<file path="src/rtl/frame_tx_serial_pkg.sv">
// Shared types for the serial frame transmitter: FSM states and the default CRC-8 polynomial.
package frame_tx_pkg;
    typedef enum logic [2:0] {IDLE, START, SIZE, DATA, CRC, STOP} state_t;
    localparam logic [7:0] CRC8_POLY = 8'h07;
endpackage

</file>
<file path="src/rtl/frame_tx_serial_crc8.sv">
// Bit-serial CRC-8 LFSR; en advances it by one transmitted bit.
module crc8_serial
    import frame_tx_pkg::*;
#(
    parameter logic [7:0] POLY = CRC8_POLY,
    parameter logic [7:0] INIT = 8'h00
) (
    input  logic       clk,
    input  logic       reset,
    input  logic       init,
    input  logic       en,
    input  logic       din,
    output logic [7:0] crc
);
    logic fb;
    assign fb = crc[7] ^ din;

    always_ff @(posedge clk) begin
        if (reset || init)
            crc <= INIT;
        else if (en)
            crc <= {crc[6:0], 1'b0} ^ (fb ? POLY : 8'h00);
    end
endmodule

</file>
<file path="src/rtl/frame_tx_serial.sv">
// Serial frame transmitter: start, size field, payload, CRC-8 and stop bits, MSB first,
// one frame per valid/ready handshake at a programmable bit period.
module frame_tx_serial
    import frame_tx_pkg::*;
#(
    parameter int         MAX_BYTES  = 16,
    parameter int         SIZE_W     = 4,
    parameter int         BAUD_W     = 8,
    parameter int         STOP_BITS  = 1,
    parameter logic [7:0] CRC_POLY   = CRC8_POLY,
    parameter logic [7:0] CRC_INIT   = 8'h00,
    parameter logic       IDLE_LEVEL = 1'b0
) (
    input  logic                   clk,
    input  logic                   reset,
    input  logic                   tx_valid,
    output logic                   tx_ready,
    input  logic [SIZE_W-1:0]      tx_size,
    input  logic [8*MAX_BYTES-1:0] tx_data,
    input  logic [BAUD_W-1:0]      baud_div,
    output logic                   tx,
    output logic                   tx_busy,
    output logic                   tx_done,
    output logic                   tx_err
);
    localparam int BYTE_W   = $clog2(MAX_BYTES + 1);
    localparam int DATA_W   = 8 * MAX_BYTES;
    localparam int SZ_IDX_W = $clog2(SIZE_W + 1);

    state_t              state;
    logic [BAUD_W-1:0]   baud_cnt, div_q, div_eff;
    logic [2:0]          bit_idx;
    logic [BYTE_W-1:0]   byte_idx;
    logic [SZ_IDX_W-1:0] sz_idx;
    logic [1:0]          stop_idx;
    logic [SIZE_W-1:0]   size_q, size_sh;
    logic [DATA_W-1:0]   data_sh, data_ord;
    logic [7:0]          crc, crc_sh;
    logic                bit_end, accept, bad_size, last_byte, crc_en, crc_din;

    assign bit_end   = (baud_cnt == '0);
    assign accept    = tx_valid && tx_ready;
    assign bad_size  = (tx_size == '0) || (32'(tx_size) > MAX_BYTES);
    assign last_byte = (32'(byte_idx) + 32'd1 == 32'(size_q));
    assign div_eff   = (baud_div == '0) ? BAUD_W'(1) : baud_div;

    // Byte 0 lands in the top byte so the payload shifts out from the MSB end.
    always_comb begin
        data_ord = '0;
        for (int k = 0; k < MAX_BYTES; k++)
            data_ord[8*(MAX_BYTES-1-k) +: 8] = tx_data[8*k +: 8];
    end

    // The CRC absorbs each SIZE/DATA bit at the edge that puts it on the line,
    // so it already covers the last payload bit when the CRC phase begins.
    always_comb begin
        crc_en  = 1'b0;
        crc_din = data_sh[DATA_W-1];
        if (bit_end) begin
            case (state)
                START: begin crc_en = 1'b1; crc_din = size_sh[SIZE_W-1]; end
                SIZE: begin
                    crc_en = 1'b1;
                    if (sz_idx != '0) crc_din = size_sh[SIZE_W-1];
                end
                DATA:    crc_en = !(bit_idx == 3'd0 && last_byte);
                default: ;
            endcase
        end
    end

    crc8_serial #(.POLY(CRC_POLY), .INIT(CRC_INIT)) u_crc (
        .clk(clk), .reset(reset), .init(accept), .en(crc_en), .din(crc_din), .crc(crc)
    );

    always_ff @(posedge clk) begin
        if (reset) begin
            state    <= IDLE;
            tx       <= IDLE_LEVEL;
            tx_ready <= 1'b1;
            tx_busy  <= 1'b0;
            tx_done  <= 1'b0;
            tx_err   <= 1'b0;
            baud_cnt <= '0;
            div_q    <= BAUD_W'(1);
            bit_idx  <= '0;
            byte_idx <= '0;
            sz_idx   <= '0;
            stop_idx <= '0;
            size_q   <= '0;
            size_sh  <= '0;
            data_sh  <= '0;
            crc_sh   <= '0;
        end else begin
            tx_done <= 1'b0;
            tx_err  <= 1'b0;
            if (state != IDLE)
                baud_cnt <= bit_end ? div_q - BAUD_W'(1) : baud_cnt - BAUD_W'(1);
            case (state)
                IDLE: if (accept) begin
                    if (bad_size) begin
                        tx_err <= 1'b1;
                    end else begin
                        state    <= START;
                        tx       <= ~IDLE_LEVEL;
                        tx_ready <= 1'b0;
                        tx_busy  <= 1'b1;
                        size_q   <= tx_size;
                        size_sh  <= tx_size;
                        data_sh  <= data_ord;
                        div_q    <= div_eff;
                        baud_cnt <= div_eff - BAUD_W'(1);
                    end
                end
                START: if (bit_end) begin
                    state   <= SIZE;
                    tx      <= size_sh[SIZE_W-1];
                    size_sh <= size_sh << 1;
                    sz_idx  <= SZ_IDX_W'(SIZE_W - 1);
                end
                SIZE: if (bit_end) begin
                    if (sz_idx != '0) begin
                        tx      <= size_sh[SIZE_W-1];
                        size_sh <= size_sh << 1;
                        sz_idx  <= sz_idx - SZ_IDX_W'(1);
                    end else begin
                        state    <= DATA;
                        tx       <= data_sh[DATA_W-1];
                        data_sh  <= data_sh << 1;
                        bit_idx  <= 3'd7;
                        byte_idx <= '0;
                    end
                end
                DATA: if (bit_end) begin
                    if (bit_idx != 3'd0) begin
                        tx      <= data_sh[DATA_W-1];
                        data_sh <= data_sh << 1;
                        bit_idx <= bit_idx - 3'd1;
                    end else if (last_byte) begin
                        state   <= CRC;
                        tx      <= crc[7];
                        crc_sh  <= {crc[6:0], 1'b0};
                        bit_idx <= 3'd7;
                    end else begin
                        tx       <= data_sh[DATA_W-1];
                        data_sh  <= data_sh << 1;
                        bit_idx  <= 3'd7;
                        byte_idx <= byte_idx + BYTE_W'(1);
                    end
                end
                CRC: if (bit_end) begin
                    if (bit_idx != 3'd0) begin
                        tx      <= crc_sh[7];
                        crc_sh  <= crc_sh << 1;
                        bit_idx <= bit_idx - 3'd1;
                    end else begin
                        state    <= STOP;
                        tx       <= IDLE_LEVEL;
                        stop_idx <= 2'(STOP_BITS - 1);
                    end
                end
                STOP: if (bit_end) begin
                    if (stop_idx != 2'd0) begin
                        stop_idx <= stop_idx - 2'd1;
                    end else begin
                        state    <= IDLE;
                        tx_busy  <= 1'b0;
                        tx_done  <= 1'b1;
                        tx_ready <= 1'b1;
                    end
                end
                default: state <= IDLE;
            endcase
        end
    end
endmodule

</file>
<file path="config.mk">
export PLATFORM = sky130hd
export DESIGN_NAME = frame_tx_serial
export DESIGN_NICKNAME = d
export VERILOG_FILES = /design/src/rtl/frame_tx_serial_pkg.sv /design/src/rtl/frame_tx_serial_crc8.sv /design/src/rtl/frame_tx_serial.sv
export SDC_FILE = /design/constraint.sdc
export NUM_CORES = 1
export LEC_CHECK = 0
export CAP_MARGIN = 30
export CORE_UTILIZATION = 35
export DETAILED_ROUTE_END_ITERATION = 7
export HOLD_SLACK_MARGIN = 0.1
export SLEW_MARGIN = 20
export SYNTH_ARGS = -nofsm -noshare
export SYNTH_HDL_FRONTEND = slang
export SYNTH_SLANG_ARGS = --single-unit
</file>
<file path="constraint.sdc">
create_clock -name clk -period 4.7 [get_ports clk]
set_input_delay 0.705 -clock clk [delete_from_list [all_inputs] [get_ports clk]]
set_output_delay 0.705 -clock clk [all_outputs]
set_load 0.02 [all_outputs]
</file>
### Yosys cells after proc, flatten, opt, wreduce, memory -nomap -nowiden

Cells that the tools add are included.

| word-level totals | value |
|---|---|
| output and inout port bits | 5 |
| input port bits | 143 |
| bits in registers | 189 |

| cells by class | value |
|---|---|
| reduce and logical (&&, ||, !) cells | 36 |
| multiplexer cells | 87 |
| equal/unequal tests | 23 |
| bitwise logic cells | 7 |
| add/subtract/negate cells | 8 |

Operators by type and width:

| cell | count |
|---|---|
| 2-to-1 mux 128 bit | 7 |
| case mux 128 bit (3 select lines) | 1 |
| 2-to-1 mux 8 bit | 11 |
| 2-to-1 mux 3 bit | 22 |
| != test 2 bit (second input constant) | 15 |
| 2-to-1 mux 5 bit | 5 |
| AND reduction 6 bit | 4 |
| subtractor 8 x 1 -> 8 bit (second input constant) | 3 |
| 2-to-1 mux 1 bit | 20 |
| 2-to-1 mux 4 bit | 5 |
| case mux 3 bit (6 select lines) | 1 |
| nonzero test 3 bit | 6 |
| logical NOT 8 bit | 2 |
| case mux 8 bit (2 select lines) | 1 |
| AND reduction 7 bit | 2 |
| case mux 4 bit (3 select lines) | 1 |
| AND reduction 12 bit | 1 |
| nonzero test 2 bit | 6 |
| case mux 5 bit (2 select lines) | 1 |
| AND reduction 5 bit | 2 |
| case mux 3 bit (3 select lines) | 1 |
| 2-to-1 mux 2 bit | 4 |
| case mux 1 bit (2 select lines) | 4 |
| XOR 8 bit | 1 |
| other kinds (25) | 35 |

### Logic depth before layout (Yosys ltp)

| depth | value |
|---|---|
| depth after elaboration | 7 |
| depth in mapped cells | 12 |
| depth with buffers taken out | 10 |

### Cells and area by module

A second synthesis with hierarchy kept.

| second synthesis, totals | value |
|---|---|
| cell total of the unflattened synthesis | 1170 |
| area total of the unflattened synthesis | 9874.5 sq um |

Modules (own cells, without submodules):

| module | seq. area each (sq um) | area each (sq um) | cells an instance | instances |
|---|---|---|---|---|
| frame_tx_serial | 3603.5 | 9530.4 | 1136 | 1 |
| crc8_serial | 160.2 | 344.1 | 34 | 1 |

### Worst setup path after synthesis

OpenSTA, ideal clock, no wires.

| timing path | value |
|---|---|
| path type | register -> register |
| start point | register baud_cnt[4] |
| end point | register baud_cnt[6] |
| cell stages (with the launch flop) | 13 |
| slack | 2.255 ns |
| library setup time | 0.128 ns |
| path buffers | 2 |
| clock period less this slack | 2.445 ns |
| data required time | 4.572 ns |
| arrival | 2.317 ns |
| cell sequence | dfxtp_1 > nor4_1 > and2_1 > buf_2 > buf_2 > a21oi_1 > ha_1 > nand2b_1 > or4_1 > a21oi_1 > o221ai_1 > a222oi_1 > nor2_1 |

| between the ends | value |
|---|---|
| cells in the longest elaborated chain, start to end | 6 |

Ends and longest elaborated chain:

| element | line | text |
|---|---|---|
| start, declared | frame_tx_serial.sv:31 | `logic [BAUD_W-1:0] baud_cnt, div_q, div_eff;` |
| start signal, assigned | frame_tx_serial.sv:98 | `baud_cnt <= bit_end ? div_q - BAUD_W'(1) : baud_cnt - BAUD_W'(1);` |
| start signal, assigned | frame_tx_serial.sv:112 | `baud_cnt <= div_eff - BAUD_W'(1);` |
| subtractor 8 x 1 -> 8 bit / logical NOT 8 bit (equally long branches) | frame_tx_serial.sv:98, frame_tx_serial.sv:41 |  |
| 2-to-1 mux 8 bit * | frame_tx_serial.sv:98 |  |
| 2-to-1 mux 8 bit * | frame_tx_serial.sv:97 | `if (state != IDLE)` |
| 2-to-1 mux 8 bit | frame_tx_serial.sv:101 | `if (bad_size) begin` |
| 2-to-1 mux 8 bit | frame_tx_serial.sv:100 | `IDLE: if (accept) begin` |
| 2-to-1 mux 8 bit * | frame_tx_serial.sv:99 | `case (state)` |

Every way passes the cells marked *; elsewhere a longest branch is shown, timed or not.
A chain may end at the register's enable or synchronous reset.

### Worst setup path in the final report

| timing path | value |
|---|---|
| start point | register baud_cnt[3] |
| end point | register data_sh[102] |

| between the ends | value |
|---|---|
| cells in the longest elaborated chain, start to end | 3 |

Ends and longest elaborated chain:

| element | line | text |
|---|---|---|
| logical NOT 8 bit * | frame_tx_serial.sv:41 | `assign bit_end = (baud_cnt == '0);` |
| != test 2 bit (no line) | - |  |
| AND reduction 7 bit (no line) * | - |  |
| end signal, assigned | frame_tx_serial.sv:110 | `data_sh <= data_ord;` |
| end signal, assigned | frame_tx_serial.sv:129 | `data_sh <= data_sh << 1;` |
| end signal, assigned | frame_tx_serial.sv:137 | `data_sh <= data_sh << 1;` |
| end, declared | frame_tx_serial.sv:37 | `logic [DATA_W-1:0] data_sh, data_ord;` |

Marks and branches as above.

==> run metrics <==
Vert. Die Dim 164 um; placed instance area 10700 sq um; post-synthesis register bit count 188; CTS max path bufs 2; ys async rst share 0%; Post-CTS Hold Fix Bufs 0; Clock Skews 0.0148 ns; Worst-Skew Late Latency 0.44 ns; GPL Wtd Cong 0.823; fillers 2565; Clk pin slew, worst setup/hold paths 0.08 ns; Placed Cells 1527; Root Driver clkbuf_16; full die area 26800 sq um; critical path's slowest cell and3b_4; worst flop-to-flop path startpoint baud_cnt[3]; Starting Density 36.0%; sequential area share after synthesis 41.2%; number of synthesized flops with an enable pin 0; worst-path maximum fanout 72; largest area contributor in the netlist dfxtp_1; synth-to-layout area growth 23.4%; Worst Setup Start Kind flip-flop; Resized cells post-CTS 0; cell count after synthesis 1135; Fin. Hold Viols 0; setup TNS 0 ns; relative slew slack 37.7%; Detailed Routing Iterations Pass 1 5; setup violators final 0; Area contributors post-synth dfxtp_1, nand2_1, a311oi_1, nor2_1, a311oi_2; HP Start stop_idx[1]; max-slew violations 0; syn_nets 1286; htree depth 4; Avg WL per Cell 14.3 um; number of remaining DRC errors 0; post-CTS setup buffer count 0; detailed placer's ending HPWL 14700 um; CP arrival 3.73 ns; Worst VDD drop 0.328 mV; post-DR vias/cell 5.18; mapped cell area 9150 sq um; RSZ-0062 raised after global routing false; Final Net Count 1367; DR iter-0 viols 597; vias in the first global route 7325; Yosys top cell area share 41.2%; run status finished, final reports clean; Placement Setup Slack 1.36 ns; core area 25400 sq um; fin util 44.4%; Sink Count 188; Synth Area per Inst 8.06 sq um; TritonCTS buffer count 17; CP peak stage delay 0.67 ns; global-route wire length before repair 36700 um; Vias 8080; Hold WC Path Type flip-flop to flip-flop; Critical Path RT 5.03 ns; worst path cell trace nor4_1 -> nand2_1 -> o2bb2ai_1 -> and3b_4 -> buf_12 -> nor2_1 -> a311oi_1; Total Wirelength 22400 um; Static Leakage 4.04 nW; PwrDens 596 nW/um^2; post-synth cell types 54; critical path class flip-flop to flip-flop; Synth warnings 0; row cnt 58; CP startpoint baud_cnt[3]; worst hold slack 0.456 ns; Main synth FF type dfxtp_1; Port Buffer Count 147; final period utilization 72.3%; Max Clock Freq 294 MHz; Max-Cap Viols 0; final non-filler cell total 1560; PnR worst setup slack 1.30 ns; initial antenna violation count 0; Worst Tran Pin Value 0.933 ns; CP Capture Type flip-flop; largest net degree at the start of global routing 114; gr usage total 16.9%; total power 6.73 mW; min Tclk post-route 3.40 ns; CTS tree yes; Die Wd 164 um; layout cells sized above 1 7.65%; Routed Antenna Nets 0; # IOs 148; cell area after layout 11300 sq um; GRT Residual Overflow 0
==> synth_stat cells (all sizes together), types with 3 or more instances <==
master  instances
a211oi         11
a21oi          44
a222oi          3
a22oi           3
a311oi        136
a31oi           3
and2            4
buf            33
clkbuf         60
dfxtp         188
ha              8
inv            11
mux2i          15
nand2         303
nand2b         14
nand3          19
nor2          173
nor2b           5
nor3           11
nor4            9
o21a            3
o21ai          21
o221ai          3
or2             3
or3            11
or4             3
xnor2           6
xor2            7
==> flip-flops by register name (all words and copies together), names as in the netlist, 2 cells and up <==
name and cells:
size_sh 4, stop_idx 2, sz_idx 3, bit_idx 3, crc_sh 7, div_q 8, u_crc.crc 8, state 3
size_q 4, baud_cnt 8, byte_idx 5, data_sh 128
==> path summary, 6_finish.rpt <==
kind                                     end  depth (start not counted)  slack [ns]
worst max-delay path            data_sh[102]                          7        1.30
worst min-delay path             stop_idx[1]                          2        0.46
worst max register to register  data_sh[102]                          7        1.30
worst min register to register   stop_idx[1]                          2        0.46
==> power breakdown <==
part | switching [mW] | internal, mW
sequential | 0.347 | 2.14
combinational | 1.72 | 1.09
clock | 0.716 | 0.719
total | 2.78 | 3.95
==> worst max-delay path: cells and delay by family, from the launching register on <==
family,cells,cell delay [ns]
AOI/OAI and AO/OA,2,0.58
buffers and inverters,1,0.37
and+or+nand+nor,4,1.90
DFF,1,0.37
==> logic make-up (layout without fill, tap and decap cells) <==
group           Yosys count  after routing  share of synthesized area (%)
buf+inv                 104            198                           5.66
fa+ha+maj                 8              8                           1.09
simple gates            562            562                           25.2
flops                   188            188                           41.2
other cells               0              1                              0
compound gates          242            242                           23.2
mux                      15             15                           1.64
xor+xnor                 16             16                           2.00
==> layout by cell type, fill, tap and decap left out, types with 15 or more instances in the layout <==
cell,synthesis,final
o21ai_0,21,21
nand2_1,303,303
nor2_1,173,173
a311oi_1,93,93
dfxtp_1,188,188
nand3_1,19,19
mux2i_1,15,15
clkdlybuf4s50_1,0,146
clkbuf_16,0,17
a21oi_1,44,44
a311oi_2,43,43
==> routing by layer <==
metal	vias to the layer above	part of all wire, %	track usage, %
li1	4177	-	-
met1	3759	50	23.6
met2	131	46	26.5
met3	13	3.4	3.05
met4	0	0.77	4.29
met5	-	0	0
==> layout make-up <==
class,count,area [sq um],share of cell area [%]
diodes,1,2.50,0.0222
well taps,330,413,3.66
clock inverters,15,173,1.53
clock buffers,17,425,3.77
repair buffers,155,1580,14.0
flip-flops and latches,188,3760,33.4
inverters,11,41.3,0.366
multi-input cells,843,4880,43.3
Power figures use the tool's default switching activity.
==> RTL change 1: new RTL, config.mk and constraints unchanged <==
`MAX_BYTES`: 16 -> 8.
--- a/src/rtl/frame_tx_serial.sv
+++ b/src/rtl/frame_tx_serial.sv
@@ -4,5 +4,5 @@
     import frame_tx_pkg::*;
 #(
-    parameter int         MAX_BYTES  = 16,
+    parameter int         MAX_BYTES  = 8,
     parameter int         SIZE_W     = 4,
     parameter int         BAUD_W     = 8,
Ports: changed (resized tx_data); port bits go from 148 to 84. The function was not compared with the original's and may differ.
==> RTL change 1 against the unedited design <==
- the flow now finishes with violations (DRC)
- design area fell by 26%
- synthesized cell count shrank 19%
- setup slack better by 160 ps
- area after synthesis decreased by 27%
- sequential cell count decreased by 65
- total power down 28%
- fmax rose by 5.0%
- routed wire length decreased by 22%
- sequential power shrank 35%
- largest cell class unchanged
- largest power group unchanged
==> RTL change 1: results (changes against the unedited design) <==
Sequential share of the synthesized area - 37.0% (-4.2 points)
Layout cells sized above 1 - 6.19% (-1.5 points)
DP Worst Slack - 1160 ps (-201 ps)
R2R setup slack - 1460 ps (+160 ps)
Final hold slack - 457 ps (+0.405 ps)
Violated checks - DRC
Cell-internal power - 3.01 mW (-24%)
Arr. time, crit path - 3530 ps (-200 ps)
Reg clk slew, reported paths - 50 ps (-30 ps)
Tightest Pin Transition - 915 ps (-18.6 ps)
Fin nets - 1,061 (-22%)
DP Area - 7680 µm² (-28%)
DRT Pass-1 Iters - 7 (+2)
Largest net degree at the start of global routing - 91 (-20%)
First-pass GRT wire length - 29,500 µm (-20%)
DR WL/cell - 14.2 µm (-0.77%)
Comb power - 1.88 mW (-33%)
Reg2Reg Depth - 8 (+1)
Via density per instance - 5.25 (+1.3%)
DRT iter0 DRCs - 392 (-34%)
Critical path's top delay family - simple AND/OR/NAND/NOR gates
Worst-skew pair later-pin latency - 420 ps (-20 ps)
Gpl congestion - 0.819 (-0.53%)
PortBufs - 83 (-44%)
Vias in the first global route - 6,024 (-18%)
Final clock skew - 9.70 ps (-5.13 ps)
Max FFs per register - 64 (-50%)
Drc violations - 1 (+1)
Post-Place Cells - 1,188 (-22%)
Syn_nets - 1,002 (-22%)
Lkg Pwr - 2.91 nW (-28%)
Synth top cells by count - nor2_1, dfxtp_1, inv_1
Status - finished with violations
RR Endpoint - data_sh[62]
Placed wire-length estimate - 11,400 µm (-23%)
Main area contributors after synthesis - dfxtp_1, nor2_1, a2111oi_0
Switching power - 1.87 mW (-33%)
# diodes - 0 (-1)
## RTL change 1: cell types whose count changed after synthesis, moves of 7 or more
cell / change
a311oi_2: -43
nand3_1: -9
inv_1: +65
nand2_1: -235
nor2_1: +58
buf_6: -13
clkbuf_1: -18
a2111oi_0: +64
dfxtp_1: -65
nor3_1: +65
a311oi_1: -79
buf_2: -7
## RTL change 1: how the worst max path moves through the flow
stage	endpoint	start	cells after the start
after detailed placement	data_sh[14]	tx_size[1]	7
after global routing	data_sh[6]	state[0]	7
final	data_sh[62]	byte_idx[0]	8
after CTS	data_sh[56]	byte_idx[0]	8
after global placement	data_sh[15]	tx_size[1]	7
after floorplan	baud_cnt[6]	baud_cnt[4]	11
## RTL change 1: per-layer routing
layer  global-route usage, %  up-vias  part of all wire [%]
met4                    7.11        0                   1.6
met3                    3.32       22                   3.1
met5                       0        -                     0
li1                        -     3304                     -
met1                    24.1     2976                    48
met2                    30.4       99                    47
## RTL change 1: kinds of logic (layout without fill, tap and decap cells)
group / Yosys count / in the layout / share of synthesized area, %
buffers and inverters: 137 / 208 / 8.10
muxes: 10 / 10 / 1.52
AOI/OAI and AO/OA: 189 / 189 / 21.2
and+or+nand+nor: 432 / 432 / 28.2
DFF: 123 / 123 / 37.0
xor gates and xnor gates: 16 / 16 / 2.52
adders and majority gates: 8 / 8 / 1.50
## RTL change 1: cell type report
type / count / area [µm²]
Clock buffer: 25 / 505
Clock inverter: 6 / 109
Fill cell: 1904 / 10400
Inverter: 78 / 293
Multi-Input combinational cell: 655 / 3680
Sequential cell: 123 / 2460
Tap cell: 234 / 293
Timing Repair Buffer: 99 / 977
==> RTL change 2: new RTL, same flow settings <==
Made on the original files. Register the output `tx` once more, with the module's reset; this adds one clock of latency there. The other outputs are not delayed to match.
--- a/src/rtl/frame_tx_serial.sv
+++ b/src/rtl/frame_tx_serial.sv
@@ -27,4 +27,6 @@
     localparam int DATA_W   = 8 * MAX_BYTES;
     localparam int SZ_IDX_W = $clog2(SIZE_W + 1);
+
+    logic tx_s0;
 
     state_t              state;
@@ -77,5 +79,5 @@
         if (reset) begin
             state    <= IDLE;
-            tx       <= IDLE_LEVEL;
+            tx_s0    <= IDLE_LEVEL;
             tx_ready <= 1'b1;
             tx_busy  <= 1'b0;
@@ -103,5 +105,5 @@
                     end else begin
                         state    <= START;
-                        tx       <= ~IDLE_LEVEL;
+                        tx_s0    <= ~IDLE_LEVEL;
                         tx_ready <= 1'b0;
                         tx_busy  <= 1'b1;
@@ -115,5 +117,5 @@
                 START: if (bit_end) begin
                     state   <= SIZE;
-                    tx      <= size_sh[SIZE_W-1];
+                    tx_s0   <= size_sh[SIZE_W-1];
                     size_sh <= size_sh << 1;
                     sz_idx  <= SZ_IDX_W'(SIZE_W - 1);
@@ -121,10 +123,10 @@
                 SIZE: if (bit_end) begin
                     if (sz_idx != '0) begin
-                        tx      <= size_sh[SIZE_W-1];
+                        tx_s0   <= size_sh[SIZE_W-1];
                         size_sh <= size_sh << 1;
                         sz_idx  <= sz_idx - SZ_IDX_W'(1);
                     end else begin
                         state    <= DATA;
-                        tx       <= data_sh[DATA_W-1];
+                        tx_s0    <= data_sh[DATA_W-1];
                         data_sh  <= data_sh << 1;
                         bit_idx  <= 3'd7;
@@ -134,14 +136,14 @@
                 DATA: if (bit_end) begin
                     if (bit_idx != 3'd0) begin
-                        tx      <= data_sh[DATA_W-1];
+                        tx_s0   <= data_sh[DATA_W-1];
                         data_sh <= data_sh << 1;
                         bit_idx <= bit_idx - 3'd1;
                     end else if (last_byte) begin
                         state   <= CRC;
-                        tx      <= crc[7];
+                        tx_s0   <= crc[7];
                         crc_sh  <= {crc[6:0], 1'b0};
                         bit_idx <= 3'd7;
                     end else begin
-                        tx       <= data_sh[DATA_W-1];
+                        tx_s0    <= data_sh[DATA_W-1];
                         data_sh  <= data_sh << 1;
                         bit_idx  <= 3'd7;
@@ -151,10 +153,10 @@
                 CRC: if (bit_end) begin
                     if (bit_idx != 3'd0) begin
-                        tx      <= crc_sh[7];
+                        tx_s0   <= crc_sh[7];
                         crc_sh  <= crc_sh << 1;
                         bit_idx <= bit_idx - 3'd1;
                     end else begin
                         state    <= STOP;
-                        tx       <= IDLE_LEVEL;
+                        tx_s0    <= IDLE_LEVEL;
                         stop_idx <= 2'(STOP_BITS - 1);
                     end
@@ -174,4 +176,12 @@
         end
     end
+    always_ff @(posedge clk) begin
+        if (reset) begin
+            tx <= '0;
+        end else begin
+            tx <= tx_s0;
+        end
+    end
+
 endmodule
 
Function: not settled (the Yosys comparison gave no result); the edit may change what the design does.
==> RTL change 2 against the unedited design <==
- die area increased by 5.6%
- global-route usage is 0.47 points lower
- setup slack better by 310 ps
- fmax up 9.9%
- via count rose by 1.3%
- non-clock buffer count up 3
- design area grew 5.2%
- total power is 4.6% higher
- area after synthesis rose by 5.7%
- cell count is 0.77% higher
- routed wire length is 2.3% higher
- sequential cell count is 1 higher
- largest cell class unchanged
==> RTL change 2: results (changes against the unedited design) <==
Fin nets - 1,369 (+0.15%)
Lkg Pwr - 4.13 nW (+2.1%)
Switching power - 2.93 mW (+5.3%)
Crit Reg-Reg Startpoint - baud_cnt[0]
Critical path's top delay family - compound AO/OA/AOI/OAI gates
All-Layer GR Usage - 16.4% (-0.47 points)
Syn_nets - 1,282 (-0.31%)
RR Endpoint - data_sh[114]
Post-Synth Adder-Cell Area - 1.04% (-0.059 points)
Met1 Usage GRT - 22.6% (-1.0 points)
Compound-Gate Fraction of Synth Area - 27.7% (+4.5 points)
Met1 WL - 11,200 µm (+1.1%)
Final clock skew - 17.2 ps (+2.40 ps)
R2R setup slack - 1750 ps (+450 ps)
DP Worst Slack - 1180 ps (-176 ps)
DRT iter0 DRCs - 677 (+13%)
Status - complete, no violations
Vias in the first global route - 7,636 (+4.2%)
Via count - 8,183 (+1.3%)
Crit path max fanout - 56 (-22%)
Synth top cells by count - nand2_1, dfxtp_1, nor2_1
Via density per instance - 5.21 (+0.50%)
Post-synthesis mux area share - 1.18% (-0.46 points)
Comb power - 3.06 mW (+8.9%)
Post-Synth XOR/XNOR Area - 1.79% (-0.21 points)
Worst vdd ir - 0.252 mV (-23%)
Layout cells sized above 1 - 15.4% (+7.8 points)
Placed wire-length estimate - 15,100 µm (+2.8%)
RTL change 2: final cells by class:
class	instances	area, µm²	share of cell area (%)
repair buffers	158	1610	13.5
clock buffers	17	425	3.58
inverters	11	41.3	0.348
multi-input cells	841	5390	45.4
clock inverters	15	194	1.63
flip-flops and latches	189	3780	31.9
well taps	341	427	3.60
RTL change 2: stage by stage:
stage	utilization, %	hold slack (ps)
2_1_floorplan	-	432
3_3_place_gp	41.6	440
3_5_place_dp	41.6	454
4_1_cts	43.9	463
5_1_grt	43.9	484
6_report	43.9	463
RTL change 2: worst max path at each step:
stage                     depth (start not counted)      endpoint  slack, ps        start
after global routing                              8  data_sh[124]       1420   tx_size[3]
after CTS                                         8  data_sh[114]       1630   tx_size[3]
final                                             8  data_sh[114]       1610   tx_size[3]
after detailed placement                          8  data_sh[114]       1180   tx_size[3]
after global placement                            8  data_sh[127]       1250   tx_size[3]
after floorplan                                   9   baud_cnt[4]       2260  baud_div[3]
